===== config.mk =====
export PLATFORM = sky130hd
export DESIGN_NAME = i2s_master_tx
export DESIGN_NICKNAME = d
export VERILOG_FILES = /design/src/rtl/i2s_master_tx.sv
export SDC_FILE = /design/constraint.sdc
export NUM_CORES = 1
export LEC_CHECK = 0
export ABC_CLOCK_PERIOD_IN_PS = 6600
export BUFFER_PORTS_ARGS = -buffer_cell sky130_fd_sc_hd__buf_2
export CAP_MARGIN = 10
export CORE_ASPECT_RATIO = 0.7
export CORE_MARGIN = 1
export CORE_UTILIZATION = 65
export CTS_BUF_LIST = sky130_fd_sc_hd__clkbuf_2 sky130_fd_sc_hd__clkbuf_4 sky130_fd_sc_hd__clkbuf_8
export DETAILED_ROUTE_END_ITERATION = 6
export PLACE_DENSITY = 0.87
export REMOVE_ABC_BUFFERS = 1
export SLEW_MARGIN = 20
export SYNTH_ARGS = -nofsm -noshare
export SYNTH_HDL_FRONTEND = slang
export SYNTH_SLANG_ARGS = --single-unit

===== constraint.sdc =====
create_clock -name clk_12M -period 6.6 [get_ports clk_12M]
set_input_delay 0.33 -clock clk_12M [delete_from_list [all_inputs] [get_ports clk_12M]]
set_output_delay 0.33 -clock clk_12M [all_outputs]
set_load 0.005 [all_outputs]

===== src/rtl/i2s_master_tx.sv =====
// i2s_master_tx
// I2S bus-master transmitter. Derives SCLK and LRCK from clk_12M and serialises
// one stereo pair per frame, MSB first with the standard one-bit delay after
// each LRCK edge. A one-entry valid/ready buffer decouples the sample source
// from the frame timing. sck, ws and sda come from the same register stage, so
// ws/sda always change together with the falling SCLK edge.
module i2s_master_tx #(
    parameter int DATA_WIDTH = 16,
    parameter int SLOT_WIDTH = 32,
    parameter int BCLK_DIV   = 2
) (
    input  logic                  clk_12M,
    input  logic                  rst,
    input  logic                  en,
    input  logic [DATA_WIDTH-1:0] ldata,
    input  logic [DATA_WIDTH-1:0] rdata,
    input  logic                  din_valid,
    output logic                  din_ready,
    output logic                  sck,
    output logic                  ws,
    output logic                  sda,
    output logic                  frame_start,
    output logic                  underrun
);

    localparam int DIV_W = (BCLK_DIV > 1) ? $clog2(BCLK_DIV) : 1;
    localparam int BIT_W = $clog2(2 * SLOT_WIDTH);

    localparam logic [DIV_W-1:0] DIV_LAST = DIV_W'(BCLK_DIV - 1);
    localparam logic [BIT_W-1:0] BIT_LAST = BIT_W'(2 * SLOT_WIDTH - 1);
    localparam logic [BIT_W-1:0] SLOT_LEN = BIT_W'(SLOT_WIDTH);
    localparam logic [BIT_W-1:0] DATA_LEN = BIT_W'(DATA_WIDTH);

    typedef enum logic {
        ST_IDLE = 1'b0,
        ST_RUN  = 1'b1
    } state_t;

    state_t           state_reg, state_next;
    logic [DIV_W-1:0] div_cnt_reg, div_cnt_next;
    logic [BIT_W-1:0] bit_cnt_reg, bit_cnt_next;
    logic             sck_reg, sck_next;
    logic             ws_reg, ws_next;
    logic             sda_reg, sda_next;
    logic             full_reg, full_next;

    // Frame control strobes shared by both channels.
    logic             load;       // shift registers take the buffer this cycle
    logic             wr;         // accepted valid/ready transfer
    logic             fall;       // sck goes 1->0 at the end of this cycle
    logic [BIT_W-1:0] slot_pos;   // position inside the current slot
    logic [1:0]       shift_en;   // [0] = left channel, [1] = right channel
    logic [1:0]       sh_msb;     // current MSB of each channel shift register

    // Handshake and pulses. A pair offered in a load cycle is accepted because
    // the old contents leave the buffer in that same cycle.
    assign din_ready   = ~full_reg | load;
    assign wr          = din_valid & din_ready;
    assign frame_start = load & ~rst;
    assign underrun    = load & ~full_reg & ~rst;

    assign sck = sck_reg;
    assign ws  = ws_reg;
    assign sda = sda_reg;

    // Next-state logic: divider, bit counter, frame sequencing and serial outputs.
    always_comb begin
        state_next   = state_reg;
        div_cnt_next = div_cnt_reg;
        bit_cnt_next = bit_cnt_reg;
        sck_next     = sck_reg;
        ws_next      = ws_reg;
        sda_next     = sda_reg;
        load         = 1'b0;
        fall         = 1'b0;
        shift_en     = 2'b00;
        slot_pos     = '0;

        case (state_reg)
            ST_IDLE: begin
                div_cnt_next = '0;
                bit_cnt_next = '0;
                sck_next     = 1'b0;
                ws_next      = 1'b0;
                sda_next     = 1'b0;
                // The first enabled cycle loads the first frame; clocks start next cycle.
                if (en) begin
                    load       = 1'b1;
                    state_next = ST_RUN;
                end
            end

            ST_RUN: begin
                if (div_cnt_reg == DIV_LAST) begin
                    div_cnt_next = '0;
                    sck_next     = ~sck_reg;
                    fall         = sck_reg;
                end else begin
                    div_cnt_next = div_cnt_reg + 1'b1;
                end

                if (fall) begin
                    if (bit_cnt_reg == BIT_LAST) begin
                        // Frame boundary: either start the next frame or park.
                        bit_cnt_next = '0;
                        ws_next      = 1'b0;
                        sda_next     = 1'b0;
                        if (en) begin
                            load = 1'b1;
                        end else begin
                            state_next = ST_IDLE;
                        end
                    end else begin
                        bit_cnt_next = bit_cnt_reg + 1'b1;
                        ws_next      = (bit_cnt_next >= SLOT_LEN);
                        slot_pos     = ws_next ? (bit_cnt_next - SLOT_LEN) : bit_cnt_next;
                        // Position 0 is the one-bit delay; data occupies 1..DATA_WIDTH.
                        if ((slot_pos != '0) && (slot_pos <= DATA_LEN)) begin
                            shift_en = ws_next ? 2'b10 : 2'b01;
                            sda_next = ws_next ? sh_msb[1] : sh_msb[0];
                        end else begin
                            sda_next = 1'b0;
                        end
                    end
                end
            end

            default: begin
                state_next = ST_IDLE;
            end
        endcase
    end

    // Buffer occupancy: a load empties it, an accepted write fills it.
    always_comb begin
        full_next = full_reg;
        if (load) begin
            full_next = wr;
        end else if (wr) begin
            full_next = 1'b1;
        end
    end

    // Control and output registers.
    always_ff @(posedge clk_12M) begin
        if (rst) begin
            state_reg   <= ST_IDLE;
            div_cnt_reg <= '0;
            bit_cnt_reg <= '0;
            sck_reg     <= 1'b0;
            ws_reg      <= 1'b0;
            sda_reg     <= 1'b0;
            full_reg    <= 1'b0;
        end else begin
            state_reg   <= state_next;
            div_cnt_reg <= div_cnt_next;
            bit_cnt_reg <= bit_cnt_next;
            sck_reg     <= sck_next;
            ws_reg      <= ws_next;
            sda_reg     <= sda_next;
            full_reg    <= full_next;
        end
    end

    // Per-channel datapath: holding buffer plus MSB-first shift register.
    // Channel 0 is left (slot 0), channel 1 is right (slot 1).
    genvar gi;
    generate
        for (gi = 0; gi < 2; gi++) begin : g_ch
            logic [DATA_WIDTH-1:0] din_sel;
            logic [DATA_WIDTH-1:0] buf_reg, buf_next;
            logic [DATA_WIDTH-1:0] sh_reg, sh_next;

            assign din_sel    = (gi == 0) ? ldata : rdata;
            assign sh_msb[gi] = sh_reg[DATA_WIDTH-1];

            // Buffer captures on an accepted transfer and otherwise holds.
            always_comb begin
                buf_next = buf_reg;
                if (wr) begin
                    buf_next = din_sel;
                end
            end

            // Shift register: parallel load at frame start (zeros on underrun),
            // shift left on each data position of its own slot.
            always_comb begin
                sh_next = sh_reg;
                if (load) begin
                    sh_next = full_reg ? buf_reg : '0;
                end else if (shift_en[gi]) begin
                    sh_next = {sh_reg[DATA_WIDTH-2:0], 1'b0};
                end
            end

            // Channel registers; reset discards any buffered sample.
            always_ff @(posedge clk_12M) begin
                if (rst) begin
                    buf_reg <= '0;
                    sh_reg  <= '0;
                end else begin
                    buf_reg <= buf_next;
                    sh_reg  <= sh_next;
                end
            end
        end
    endgenerate

endmodule


==> results_dict.tcl <==
set metrics [dict create \
    status "completed" \
    dp_slack_ns 3.394 \
    grt_pass1_wl_um 12970 \
    overflow 0 \
    cts_resized 0 \
    cp-start-kind "flop" \
    tns_ns 0 \
    via_count 3029 \
    route.met2.wl_um 3383 \
    syn_area_sq_mm 0.003786 \
    reg2reg_to "g_ch[0].buf_reg[4]" \
    report.power.total_mw 0.9263 \
    cp.arrival_ns 3.48 \
    root_buffer "clkbuf_8" \
    dieHeight_um 65.86 \
    ios 42 \
    critical_path.max_fanout 67 \
    nFillCells 404 \
    die_w_um 93.22 \
    routed_wl_um 7471 \
    p_leak_nw 1.623 \
    relSlewSlack 0.2393 \
    crit_type "reg -> reg" \
    setup_viol 0 \
    htreeDepth 3 \
    wl_met3_um 389 \
    cts_made_buffers 9 \
    multiInputGateArea_sq_mm 0.002082 \
    rr_worst_depth 6 \
    drv_cap 0 \
    required_ns 6.87 \
    synthTopCellsByArea "dfxtp_1 40%, nand2b_1 11%, a211oi_1 8.9%" \
    grt_max_degree 105 \
    grt_pass1_vias 2937 \
    ys_ff_latch 75 \
    yosys_warnings 0 \
    crit_slowest_cell "o21a_2" \
    end_kind "flop" \
    clockBufferDepth 2 \
    clock-sinks 75 \
    drive_above_1_share 0.1538 \
    post_cts_buffers 0 \
    reg2reg_slack_ns 3.39 \
    register_area_sq_mm 0.001503 \
    path_clk_slew_ns 0.07 \
    num_antenna_cells 0 \
    hold_buffers 0 \
    period_needed_ns 3.211 \
    finalHoldViolCount 0 \
    ys.flop_type "dfxtp_1" \
    worst_pin_slew_ns 1.135 \
    dr.pass1.iters 5 \
    hold_start "din_valid" \
    die_area_sq_mm 0.006139 \
    nets 488 \
    portBuffers 41 \
    cts_tree "done" \
    fin_crit_sh 0.4866 \
    slew_violations 0 \
    synth_edf_count 0 \
    power.density_mw_per_mm2 226.0 \
    min_path_cells 3 \
    clock_latency_ns 0.35 \
    grt_antenna_before_repair 0 \
    highest_layer "met4" \
    slowest_delay_ns 0.89 \
    synth.largest_area_cell "dfxtp_1" \
    place.gp.congestion 0.7870 \
    grt_setup_unrepaired "false" \
    hpwl_um 4495 \
    yosysSeqAreaShare 0.3966 \
    path_cells "ha_1 -> nand3_1 -> o41ai_4 -> buf_4 -> o21a_2 -> mux2i_1" \
    max_freq_ghz 0.3114 \
    wl_per_cell_um 14.18 \
    core_sq_mm 0.005423 \
    synthArstFlopShare 0 \
    grt_use_total 0.2704 \
    area_growth_syn_to_layout_pct 8.229 \
    layout_setup_ws_ns 3.389 \
    drtIter0Drc 202 \
    irDropWorstVdd_mv 0.1659 \
    postSynthAreaPerCell_sq_um 8.724 \
    ys_types 39 \
    fin_util 0.7557 \
    hold_path.class "in -> reg" \
    fin_skew_ns 0.007089 \
    syn_inst 434 \
    r2r-start "bit_cnt_reg[0]" \
    row_count 22 \
    drc 0 \
    start_util 0.6982 \
    yosysTopAreaCellShare 0.3966 \
    holdPathEnd "full_reg" \
    met1_length_um 3626 \
    via_per_inst 5.748 \
    ant_nets 0 \
]
==> cells in the mapped netlist, drive strengths merged (4+ instances only) <==
| cell | n |
|---|---|
| dfxtp | 75 |
| nand2 | 40 |
| nand3 | 4 |
| clkbuf | 24 |
| a21oi | 5 |
| mux2i | 32 |
| nor4 | 15 |
| a21o | 30 |
| nand2b | 69 |
| buf | 15 |
| o21ai | 8 |
| nor2 | 39 |
| a211oi | 45 |
==> metrics by stage <==
stage / instances / hold WS [ns] / cell area, sq um
4_1_cts: 527 / 0.2055 / 4093
2_1_floorplan: 395 / 0.3991 / 3586
3_3_place_gp: 511 / 0.4581 / 3909
3_5_place_dp: 511 / 0.4636 / 3909
6_report: 527 / 0.2142 / 4098
5_1_grt: 527 / 0.2137 / 4098
==> routing by layer <==
layer / vias to the layer above / GRT usage
li1: 1542 / -
met3: 10 / 0.08851
met2: 72 / 0.4559
met5: - / 0
met1: 1405 / 0.3295
met4: 0 / 0.08462
==> cell usage in the layout (no fill, tap or decap), types with 2 or more instances in the layout <==
cell,instances
o21ai_0,5
or3_1,2
a211o_1,2
buf_2,41
nand3_1,2
clkbuf_8,11
clkinv_2,2
nor3b_1,2
nand2_1,40
a21o_1,30
o21a_1,2
dfxtp_1,74
buf_4,3
and2_1,2
clkinvlp_4,2
a21oi_1,5
inv_1,3
nand2b_1,69
xor2_1,3
o21ai_2,3
ha_1,2
nor2_1,39
mux2i_1,32
a211oi_1,45
a22o_1,2
nor4_1,15
nand3_2,2
==> worst max-delay path by stage <==
stage / startpoint / endpoint / slack (ns) / cells after the start
5_1_grt: bit_cnt_reg[0] / g_ch[0].buf_reg[4] / 3.19 / 6
2_1_floorplan: bit_cnt_reg[0] / g_ch[0].buf_reg[0] / 2.44 / 5
3_3_place_gp: bit_cnt_reg[0] / g_ch[0].buf_reg[15] / 3.54 / 6
3_5_place_dp: bit_cnt_reg[0] / g_ch[0].buf_reg[14] / 3.39 / 6
6_report: bit_cnt_reg[0] / g_ch[0].buf_reg[4] / 3.39 / 6
4_1_cts: bit_cnt_reg[0] / g_ch[0].buf_reg[3] / 3.39 / 6
==> kinds of logic (layout without fill, tap and decap cells) <==
| family | Yosys count | after routing | synth area share |
|---|---|---|---|
| compound gates | 101 | 101 | 0.2003 |
| xor+xnor | 4 | 4 | 0.009255 |
| fa+ha+maj | 2 | 2 | 0.006608 |
| buf+inv | 42 | 63 | 0.05585 |
| flops | 75 | 75 | 0.3966 |
| mux | 33 | 33 | 0.08757 |
| simple gates | 177 | 177 | 0.2439 |
==> cell type report <==
type,count,share of cell area
multi-input cells,317,0.5081
flip-flops and latches,75,0.3667
repair buffers,44,0.05557
clock buffers,12,0.03878
well taps,72,0.02198
clock inverters,4,0.006107
inverters,3,0.002748
==> report_power, final <==
part,total [mW],switching (mW),internal [mW]
clock,0.326,0.166,0.160
combinational,0.101,0.0495,0.0510
sequential,0.500,0.0198,0.480
total,0.926,0.235,0.691
==> critical path: cells and delay by family, from the launching register on <==
family	cells	cell delay [ns]
compound gates	2	1.32
fa+ha+maj	1	0.20
buf+inv	1	0.57
flops	1	0.38
mux	1	0.28
simple gates	1	0.36
Note: power is estimated with default switching activity, not from simulation.
